$ cat config.mk
export PLATFORM = sky130hd
export DESIGN_NAME = operand_fetcher
export DESIGN_NICKNAME = d
export VERILOG_FILES = /design/src/rtl/operand_fetcher_pkg.sv /design/src/rtl/operand_fetcher_byte_extender.sv /design/src/rtl/operand_fetcher.sv
export SDC_FILE = /design/constraint.sdc
export NUM_CORES = 1
export LEC_CHECK = 0
export CAP_MARGIN = 20
export CORE_MARGIN = 5
export CORE_UTILIZATION = 59
export CTS_CLUSTER_SIZE = 14
export DETAILED_ROUTE_END_ITERATION = 10
export GPL_ROUTABILITY_DRIVEN = 0
export PLACE_DENSITY_LB_ADDON = 0.15
export SYNTH_ARGS = -nofsm -noshare
export SYNTH_HDL_FRONTEND = slang
export SYNTH_SLANG_ARGS = --single-unit
$ cat constraint.sdc
create_clock -name clk -period 7.8 [get_ports clk]
set_clock_uncertainty 0.15 [all_clocks]
set_input_delay 1.95 -clock clk [delete_from_list [all_inputs] [get_ports clk]]
set_output_delay 1.95 -clock clk [all_outputs]
set_load 0.05 [all_outputs]
$ cat src/rtl/operand_fetcher_pkg.sv
// Shared types and helpers for the operand fetcher.
//   state_t    : FSM encoding (IDLE, FETCH, DONE)
//   cnt_width  : width of a count field able to hold 0..max_bytes
package operand_fetcher_pkg;

   typedef enum logic [1:0] {
      IDLE  = 2'd0,
      FETCH = 2'd1,
      DONE  = 2'd2
   } state_t;

   function automatic int cnt_width(input int max_bytes);
      return $clog2(max_bytes + 1);
   endfunction

endpackage

$ cat src/rtl/operand_fetcher_byte_extender.sv
// Combinational widening of a little-endian byte array to a full operand.
// Lanes below n pass through; lanes at and above n are filled with the sign
// of byte n-1 when sign_extend is set, otherwise with zero. n=0 gives zero.
//   bytes        in   MAX_BYTES x 8   assembled byte lanes
//   n            in   CNT_W           number of valid lanes
//   sign_extend  in   1               1: sign fill, 0: zero fill
//   operand      out  8*MAX_BYTES     extended result
module byte_extender
   import operand_fetcher_pkg::*;
#(
   parameter int MAX_BYTES = 4,
   parameter int CNT_W     = cnt_width(MAX_BYTES)
) (
   input  logic [MAX_BYTES-1:0][7:0] bytes,
   input  logic [CNT_W-1:0]          n,
   input  logic                      sign_extend,
   output logic [8*MAX_BYTES-1:0]    operand
);

   logic [7:0] fill;

   always_comb begin
      fill    = 8'h00;
      operand = '0;
      // Pick the sign from the last valid lane without a variable-width index.
      for (int i = 0; i < MAX_BYTES; i++) begin
         if (sign_extend && (n == CNT_W'(i + 1))) fill = {8{bytes[i][7]}};
      end
      for (int i = 0; i < MAX_BYTES; i++) begin
         operand[8*i +: 8] = (CNT_W'(i) < n) ? bytes[i] : fill;
      end
   end

endmodule

$ cat src/rtl/operand_fetcher.sv
// Pops 0..MAX_BYTES operand bytes from the prefetch byte FIFO, assembles them
// little-endian and sign/zero-extends the result for the decoder.
//   clk, reset    clock, asynchronous active-high reset
//   start         request a fetch (accepted only in IDLE, without flush)
//   num_bytes     byte count, saturated to MAX_BYTES, sampled on accept
//   sign_extend   extension mode, sampled on accept
//   flush         synchronous abort of an in-flight fetch
//   busy          fetch in progress
//   complete      one-cycle pulse, operand valid
//   operand       extended result, held until the next complete
//   fifo_rd_en    pop strobe; data returns on fifo_rd_data one cycle later
//   fifo_rd_data  popped byte
//   fifo_empty    FIFO has no byte available
//
// state | meaning
// IDLE  | waiting for start; first pop may be issued in the accept cycle
// FETCH | issuing pops and capturing returned bytes into lanes
// DONE  | operand registered, complete high for this one cycle
module operand_fetcher
   import operand_fetcher_pkg::*;
#(
   parameter int MAX_BYTES = 4,
   parameter int CNT_W     = cnt_width(MAX_BYTES)
) (
   input  logic                   clk,
   input  logic                   reset,
   input  logic                   start,
   input  logic [CNT_W-1:0]       num_bytes,
   input  logic                   sign_extend,
   input  logic                   flush,
   output logic                   busy,
   output logic                   complete,
   output logic [8*MAX_BYTES-1:0] operand,
   output logic                   fifo_rd_en,
   input  logic [7:0]             fifo_rd_data,
   input  logic                   fifo_empty
);

   localparam logic [CNT_W-1:0] MAX_N = CNT_W'(MAX_BYTES);

   state_t                    state;
   logic [CNT_W-1:0]          n_q;
   logic                      sx_q;
   logic [CNT_W-1:0]          issue_cnt;
   logic [CNT_W-1:0]          cap_cnt;
   logic                      pop_d;
   logic [MAX_BYTES-1:0][7:0] lanes;
   logic [MAX_BYTES-1:0][7:0] lanes_nxt;
   logic [CNT_W-1:0]          n_sat;
   logic [CNT_W-1:0]          n_req;
   logic [CNT_W-1:0]          issued;
   logic                      accept;
   logic                      capture;
   logic                      last_capture;
   logic [8*MAX_BYTES-1:0]    extended;

   assign n_sat  = (num_bytes > MAX_N) ? MAX_N : num_bytes;
   assign accept = (state == IDLE) && start && !flush;

   // In IDLE the counters are about to be cleared and n comes straight from
   // the port, so the accept-cycle pop sees a fresh fetch.
   assign n_req  = (state == IDLE) ? n_sat : n_q;
   assign issued = (state == IDLE) ? '0 : issue_cnt;

   assign fifo_rd_en = !reset && !fifo_empty && !flush && (issued < n_req) &&
                       ((state == FETCH) || ((state == IDLE) && start));

   // Data from a pop issued before a flush is dropped here.
   assign capture      = (state == FETCH) && pop_d && !flush;
   assign last_capture = capture && (cap_cnt == (n_q - CNT_W'(1)));

   always_comb begin
      lanes_nxt = lanes;
      for (int i = 0; i < MAX_BYTES; i++) begin
         if (capture && (cap_cnt == CNT_W'(i))) lanes_nxt[i] = fifo_rd_data;
      end
   end

   // Fed with the next-cycle lanes so the final byte lands in the operand on
   // the same edge that enters DONE.
   byte_extender #(
      .MAX_BYTES (MAX_BYTES),
      .CNT_W     (CNT_W)
   ) u_byte_extender (
      .bytes       (lanes_nxt),
      .n           (n_q),
      .sign_extend (sx_q),
      .operand     (extended)
   );

   always_ff @(posedge clk or posedge reset) begin
      if (reset) begin
         state     <= IDLE;
         n_q       <= '0;
         sx_q      <= 1'b0;
         issue_cnt <= '0;
         cap_cnt   <= '0;
         pop_d     <= 1'b0;
         lanes     <= '0;
         busy      <= 1'b0;
         complete  <= 1'b0;
         operand   <= '0;
      end else begin
         pop_d    <= fifo_rd_en;
         lanes    <= lanes_nxt;
         complete <= 1'b0;
         case (state)
            IDLE: begin
               if (accept) begin
                  n_q       <= n_sat;
                  sx_q      <= sign_extend;
                  cap_cnt   <= '0;
                  issue_cnt <= fifo_rd_en ? CNT_W'(1) : '0;
                  if (n_sat == '0) begin
                     state    <= DONE;
                     complete <= 1'b1;
                     operand  <= '0;
                  end else begin
                     state <= FETCH;
                     busy  <= 1'b1;
                  end
               end
            end
            FETCH: begin
               if (flush) begin
                  state <= IDLE;
                  busy  <= 1'b0;
               end else begin
                  if (fifo_rd_en) issue_cnt <= issue_cnt + CNT_W'(1);
                  if (capture)    cap_cnt   <= cap_cnt + CNT_W'(1);
                  if (last_capture) begin
                     state    <= DONE;
                     busy     <= 1'b0;
                     complete <= 1'b1;
                     operand  <= extended;
                  end
               end
            end
            DONE:    state <= IDLE;
            default: state <= IDLE;
         endcase
      end
   end

endmodule

==> impl_metrics.toml, run 1 <==
[outcome]
status = "completed"

[logic_synthesis]
synth_cells = 317
synthFlopType = "dfrtp_1"
synth.ff_latch_count = 79
syn_avg_cell_area_um2 = 11.7
synth_common_cells = "79 x dfrtp_1, 39 x nand2_1, 28 x nand3_1"
async_flop_share_pct = 100
synthTopCellsByArea = "dfrtp_1 53%, mux2_2 7.6%, ha_1 4.0%, nand2_1 3.9%, nand3_1 3.8%"
synth_top_cell_by_area = "dfrtp_1"
synth_top_cell_area_share_pct = 53.3
syn_area_mm2 = 0.00371
yosys_warnings = 0
yosysMostFrequentCell = "dfrtp_1"
synth_cell_type_count = 48
synth_edf_count = 0
synth_seq_area_share_pct = 53.3
synth_nets = 346

[worst_setup_path]
path_cells = "clkdlybuf4s50_1 > mux2i_1 > ha_1 > or4_1 > a21oi_1 > nand2_1 > nor3_1 > clkdlybuf4s50_1"
cpPeakStageDelay_ps = 880
slowest_stage = "clkdlybuf4s50_1"
crit_type = "in2out"
cp-start-kind = "primary input"
crit_family = "buffers and inverters"
crit_path_end_kind = "output pin"
critPathRequiredTime_ps = 5700
crit_fanout = 6
cp.buffers_inverters = 2
crit_top_cell = "clkdlybuf4s50_1"
cp.arrival_ps = 4810

[global_routing]
grt_max_degree = 80
grt.total_usage_pct = 21.4
antenna_found_initial = 0
overflow = 0
grt_pass1_vias = 2587
grt_pass1_wl_mm = 12.8

[detailed_routing]
first_iter_violations = 142
route.detailed.drc = 0
routed_wl_mm = 7.91
vias_per_cell = 5.84
first_pass_iters = 4
dr_total_vias = 2597
ant_nets = 0
routedWlPerCell_um = 17.8

[place]
place_ws_ps = 913
placed_cells = 430
place_area_mm2 = 0.00425
portBuffers = 51
dp_hpwl_mm = 5.46

[cts]
cts_root_buf = "clkbuf_8"
cts_tree = "done"
cts.clk_slew.worst_paths_ps = 80
cts_sinks = 79
cts_made_buffers = 9
ctsHoldBuffers = 0
cts_resized = 0
clkLatencyLatePin_ps = 350
htreeDepth = 3
cts_setup_buffers = 0
clockBufferDepth = 2

[power]
p_switching_w = 0.000224
combPwrFrac_pct = 11.0
p_clk_share_pct = 36.2
swShare_pct = 26.5
power.density_mw_per_mm2 = 190
leakagePower_nw = 2.08
seq_power_share_pct = 52.8
power_w = 0.000844
ir_drop_mv = 0.153
p_int_w = 0.000620

[worst_hold_path]
hold_class = "reg2reg"

[floorplan]
io_pins = 52
dieArea_mm2 = 0.00797
die_x_um = 89.3
die_y_um = 89.3
start_util_pct = 61.5
rows = 28
placeableCoreArea_mm2 = 0.00603

[timing]
post-route-period-util_pct = 88.6
fin_crit_ps = 6910
setup_viol = 0
finalMaxSlewViolations = 0
fmax_mhz = 145
postLayoutSetupSlackWorst_ps = 887
hold_viol_final = 0
maxSlewHeadroom_pct = 35.9
grt_setup_unrepaired = "no"
worstMarginPinSlew_ps = 962
fin_tns_setup_ps = 0

[layout]
final_cells = 445
num-fill-cells = 434
nets = 395
area.growth.synth_to_final_pct = 19.8
final_cell_area_mm2 = 0.00444
drive_gt1_share_pct = 15.4
n_antenna_cell = 0

[flow_run]
drv_cap = 0
per-stage QoR:
step	hold WS, ps	util, %
detailed placement	320	70.5
global placement	317	70.5
CTS	340	73.7
floorplan	311	-
global route	361	73.7
finish	338	73.7
placed cells by master, fill, tap and decap left out, types with 3 or more instances in the layout:
| master | n |
|---|---|
| o211ai_1 | 6 |
| nand2_1 | 39 |
| clkbuf_8 | 10 |
| nand2b_1 | 18 |
| inv_2 | 3 |
| ha_1 | 12 |
| nor2b_1 | 4 |
| clkdlybuf4s50_1 | 51 |
| mux2_2 | 25 |
| mux2_1 | 10 |
| o21ai_1 | 11 |
| a32oi_1 | 7 |
| dfrtp_1 | 79 |
| nand3_1 | 28 |
| inv_1 | 11 |
| nor2_1 | 7 |
power by group through the flow:
stage / logic (W) / clock network (W) / registers, W
after floorplan: 0.0000660 / 0 / 0.000448
after global placement: 0.0000890 / 0 / 0.000453
after detailed placement: 0.0000928 / 0 / 0.000454
after CTS: 0.0000932 / 0.000307 / 0.000446
after global routing: 0.000102 / 0.000329 / 0.000449
final: 0.0000925 / 0.000306 / 0.000446
per-layer routing:
layer	up-vias	routed length (µm)	global-route usage, %
met5	-	0	0
met4	0	135	8.25
met3	10	336	3.78
met2	57	3760	32.5
met1	1312	3680	30.8
li1	1218	-	-
kinds of logic (layout without fill, tap and decap cells):
group | Yosys count | count (layout) | synth area share [%]
compound gates | 42 | 42 | 9.24
xor+xnor | 3 | 3 | 1.08
fa+ha+maj | 12 | 12 | 4.05
buf+inv | 28 | 81 | 3.41
flops | 79 | 79 | 53.3
mux | 39 | 39 | 12.4
simple gates | 114 | 114 | 16.5
worst paths after layout:
kind	startpoint	slack, ps	cells past startpoint	to
hold reg to reg	operand[11]$_DFFE_PP0P_	340	2	operand[11]$_DFFE_PP0P_
min in group asynchronous	reset	2090	3	n_q[1]$_DFFE_PP0P_
hold / removal	operand[11]$_DFFE_PP0P_	340	2	operand[11]$_DFFE_PP0P_
setup / recovery	num_bytes[2]	890	8	fifo_rd_en
max in group asynchronous	reset	4780	3	operand[23]$_DFFE_PP0P_
setup reg to reg	n_q[0]$_DFFE_PP0P_	4400	7	operand[0]$_DFFE_PP0P_
sequential cells by signal (all words and copies together), names as in the netlist:
name,flops
busy,1
operand,32
issue_cnt,3
pop_d,1
state,2
complete,1
n_q,3
cap_cnt,3
lanes,32
sx_q,1
cell type report:
| cell class | instances | area, µm² | share of cell area, % |
|---|---|---|---|
| Sequential cell | 79 | 1980 | 44.5 |
| Timing Repair Buffer | 52 | 518 | 11.7 |
| Clock buffer | 10 | 138 | 3.10 |
| Multi-Input combinational cell | 210 | 1610 | 36.1 |
| Tap cell | 75 | 93.8 | 2.11 |
| Clock inverter | 5 | 58.8 | 1.32 |
| Inverter | 14 | 52.6 | 1.18 |
worst min-delay path, delay by kind of cell (launching register included):
family / cells / cell delay (ps)
DFF: 1 / 350
and+or+nand+nor: 2 / 110
No activity file was read; power rests on OpenSTA's default activity.
==> run 2, diff against run 1 <==
CORE_UTILIZATION = 48   (was 59)
==> run 2 against run 1 <==
Compared with the run above:
- non-clock buffer count increased by 1
- flip-flop and latch count unchanged
- global-route usage is 4.2 points lower
- design area increased by 1.2%
- register-to-register slack lost 20 ps
- utilization is 15 points lower
- worst setup slack better by 79 ps
- first-iteration DRC count shrank 44%
- critical path depth unchanged
- via count fell by 2.8%
- combinational power is 1% higher
- largest power group unchanged
==> impl_metrics.toml, run 2 (synthesized netlist as in run 1, its figures left out) <==
[outcome]
status = "completed"

[worst_setup_path]
r2r-start = "n_q[0]$_DFFE_PP0P_"
cp.arrival_ps = 4730
cpPeakStageDelay_ps = 870
crit_path_start = "num_bytes[2]"
crit_top_cell = "clkdlybuf4s50_1"
cp-endpoint = "fifo_rd_en"
rr_endpoint = "operand[15]$_DFFE_PP0P_"
crit_path_end_kind = "output pin"
path_cells = "clkdlybuf4s50_1 > mux2i_1 > ha_1 > or4_1 > a21oi_1 > nand2_1 > nor3_1 > clkdlybuf4s50_1"
worstRegToRegCells = 7
crit_type = "in2out"
critPathRequiredTime_ps = 5700
crit_fanout = 6
r2r_slack_ps = 4380
cp-start-kind = "primary input"
slowest_stage = "clkdlybuf4s50_1"

[detailed_routing]
ant_nets = 0
route.detailed.drc = 0
first_pass_iters = 4
first_iter_violations = 80
routedWlPerCell_um = 16.5
vias_per_cell = 5.32
routed_wl_mm = 7.81
dr_total_vias = 2523

[layout]
area.growth.synth_to_final_pct = 21.3
n_antenna_cell = 0
final_cells = 474
nets = 396
final_cell_mix = "79 x dfrtp_1, 51 x clkdlybuf4s50_1, 39 x nand2_1"
drive_gt1_share_pct = 15.9
final_common_cell = "dfrtp_1"
largest_registers = "lanes (32), operand (32)"

[global_routing]
grt_max_degree = 80
top_usage_layer = "met2"
grt_use_met1_pct = 23.5
grt_pass1_vias = 2536
overflow = 0
gr-usage-met2_pct = 27.8
use_met3_pct = 2.79
grt_pass1_wl_mm = 13.1
grt.total_usage_pct = 17.2
antenna_found_initial = 0

[floorplan]
rows = 32
die_x_um = 97.9
die_y_um = 97.9
placeableCoreArea_mm2 = 0.00761
dieArea_mm2 = 0.00958
start_util_pct = 48.8
io_pins = 52

[power]
power.density_mw_per_mm2 = 184
p_clk_share_pct = 34.6
swShare_pct = 28.0
p_switching_w = 0.000231
seq_power_share_pct = 54.0
power_w = 0.000826
ir_drop_mv = 0.102
leakagePower_nw = 2.09
combPwrFrac_pct = 11.3
p_int_w = 0.000595

[place]
placed_cells = 457
portBuffers = 51
dp_hpwl_mm = 5.39

[flow_run]
drv_cap = 0

[worst_hold_path]
hold_class = "reg2reg"
hp-start = "operand[11]$_DFFE_PP0P_"

[timing]
maxSlewHeadroom_pct = 37.7
fmax_mhz = 146
fin_tns_setup_ps = 0
grt_setup_unrepaired = "no"
finalMaxSlewViolations = 0
hold_viol_final = 0
setup_viol = 0
fin_crit_ps = 6830
worstMarginPinSlew_ps = 935
post-route-period-util_pct = 87.6

[cts]
ctsHoldBuffers = 0
cts_tree = "done"
clockBufferDepth = 2
cts_made_buffers = 9
cts.clk_slew.worst_paths_ps = 90
htreeDepth = 3
cts_resized = 0
cts_setup_buffers = 0
clkLatencyLatePin_ps = 340
cts_root_buf = "clkbuf_8"
cts_sinks = 79
==> run 2: worst max-delay path: cells and delay by family <==
kind            cells  cell delay (ps)
simple gates        3              820
compound gates      1              210
buf+inv             2             1420
mux                 1              120
fa+ha+maj           1              210
==> run 2: layout make-up <==
class	instances	area, µm²
timing repair buffer	53	546
tap	102	128
fill	650	3110
sequential	79	1980
multi-input combinational	210	1610
clock buffer	10	138
clock inverter	6	51.3
inverter	14	52.6
==> run 2: how the worst min path moves through the flow <==
stage | slack, ps | to | depth (start not counted)
6_report | 340 | operand[11]$_DFFE_PP0P_ | 2
5_1_grt | 370 | lanes[27]$_DFF_PP0_ | 1
4_1_cts | 350 | operand[11]$_DFFE_PP0P_ | 2
3_5_place_dp | 330 | operand[11]$_DFFE_PP0P_ | 2
3_3_place_gp | 320 | operand[11]$_DFFE_PP0P_ | 2
2_1_floorplan | 310 | lanes[1]$_DFF_PP0_ | 1
==> run 2: power by group through the flow <==
stage	sequential, W	combinational [W]	clock [W]
6_report	0.000446	0.0000935	0.000286
5_1_grt	0.000449	0.000105	0.000311
4_1_cts	0.000446	0.0000932	0.000293
3_5_place_dp	0.000454	0.0000928	0
3_3_place_gp	0.000454	0.0000907	0
2_1_floorplan	0.000448	0.0000660	0
==> run 2: through the flow <==
stage	instance area [µm²]	setup slack (ps)	utilization [%]	hold WS, ps
after floorplan	3710	1660	-	311
after global placement	4280	1040	56.3	317
after detailed placement	4280	1010	56.3	328
after CTS	4470	978	58.8	350
after global routing	4500	754	59.1	366
final	4500	966	59.1	345
==> run 2: per-layer routing <==
metal / wire length (µm) / up-vias
met5: 0 / -
met2: 3820 / 34
met1: 3700 / 1259
met4: 102 / 0
met3: 190 / 8
li1: - / 1222
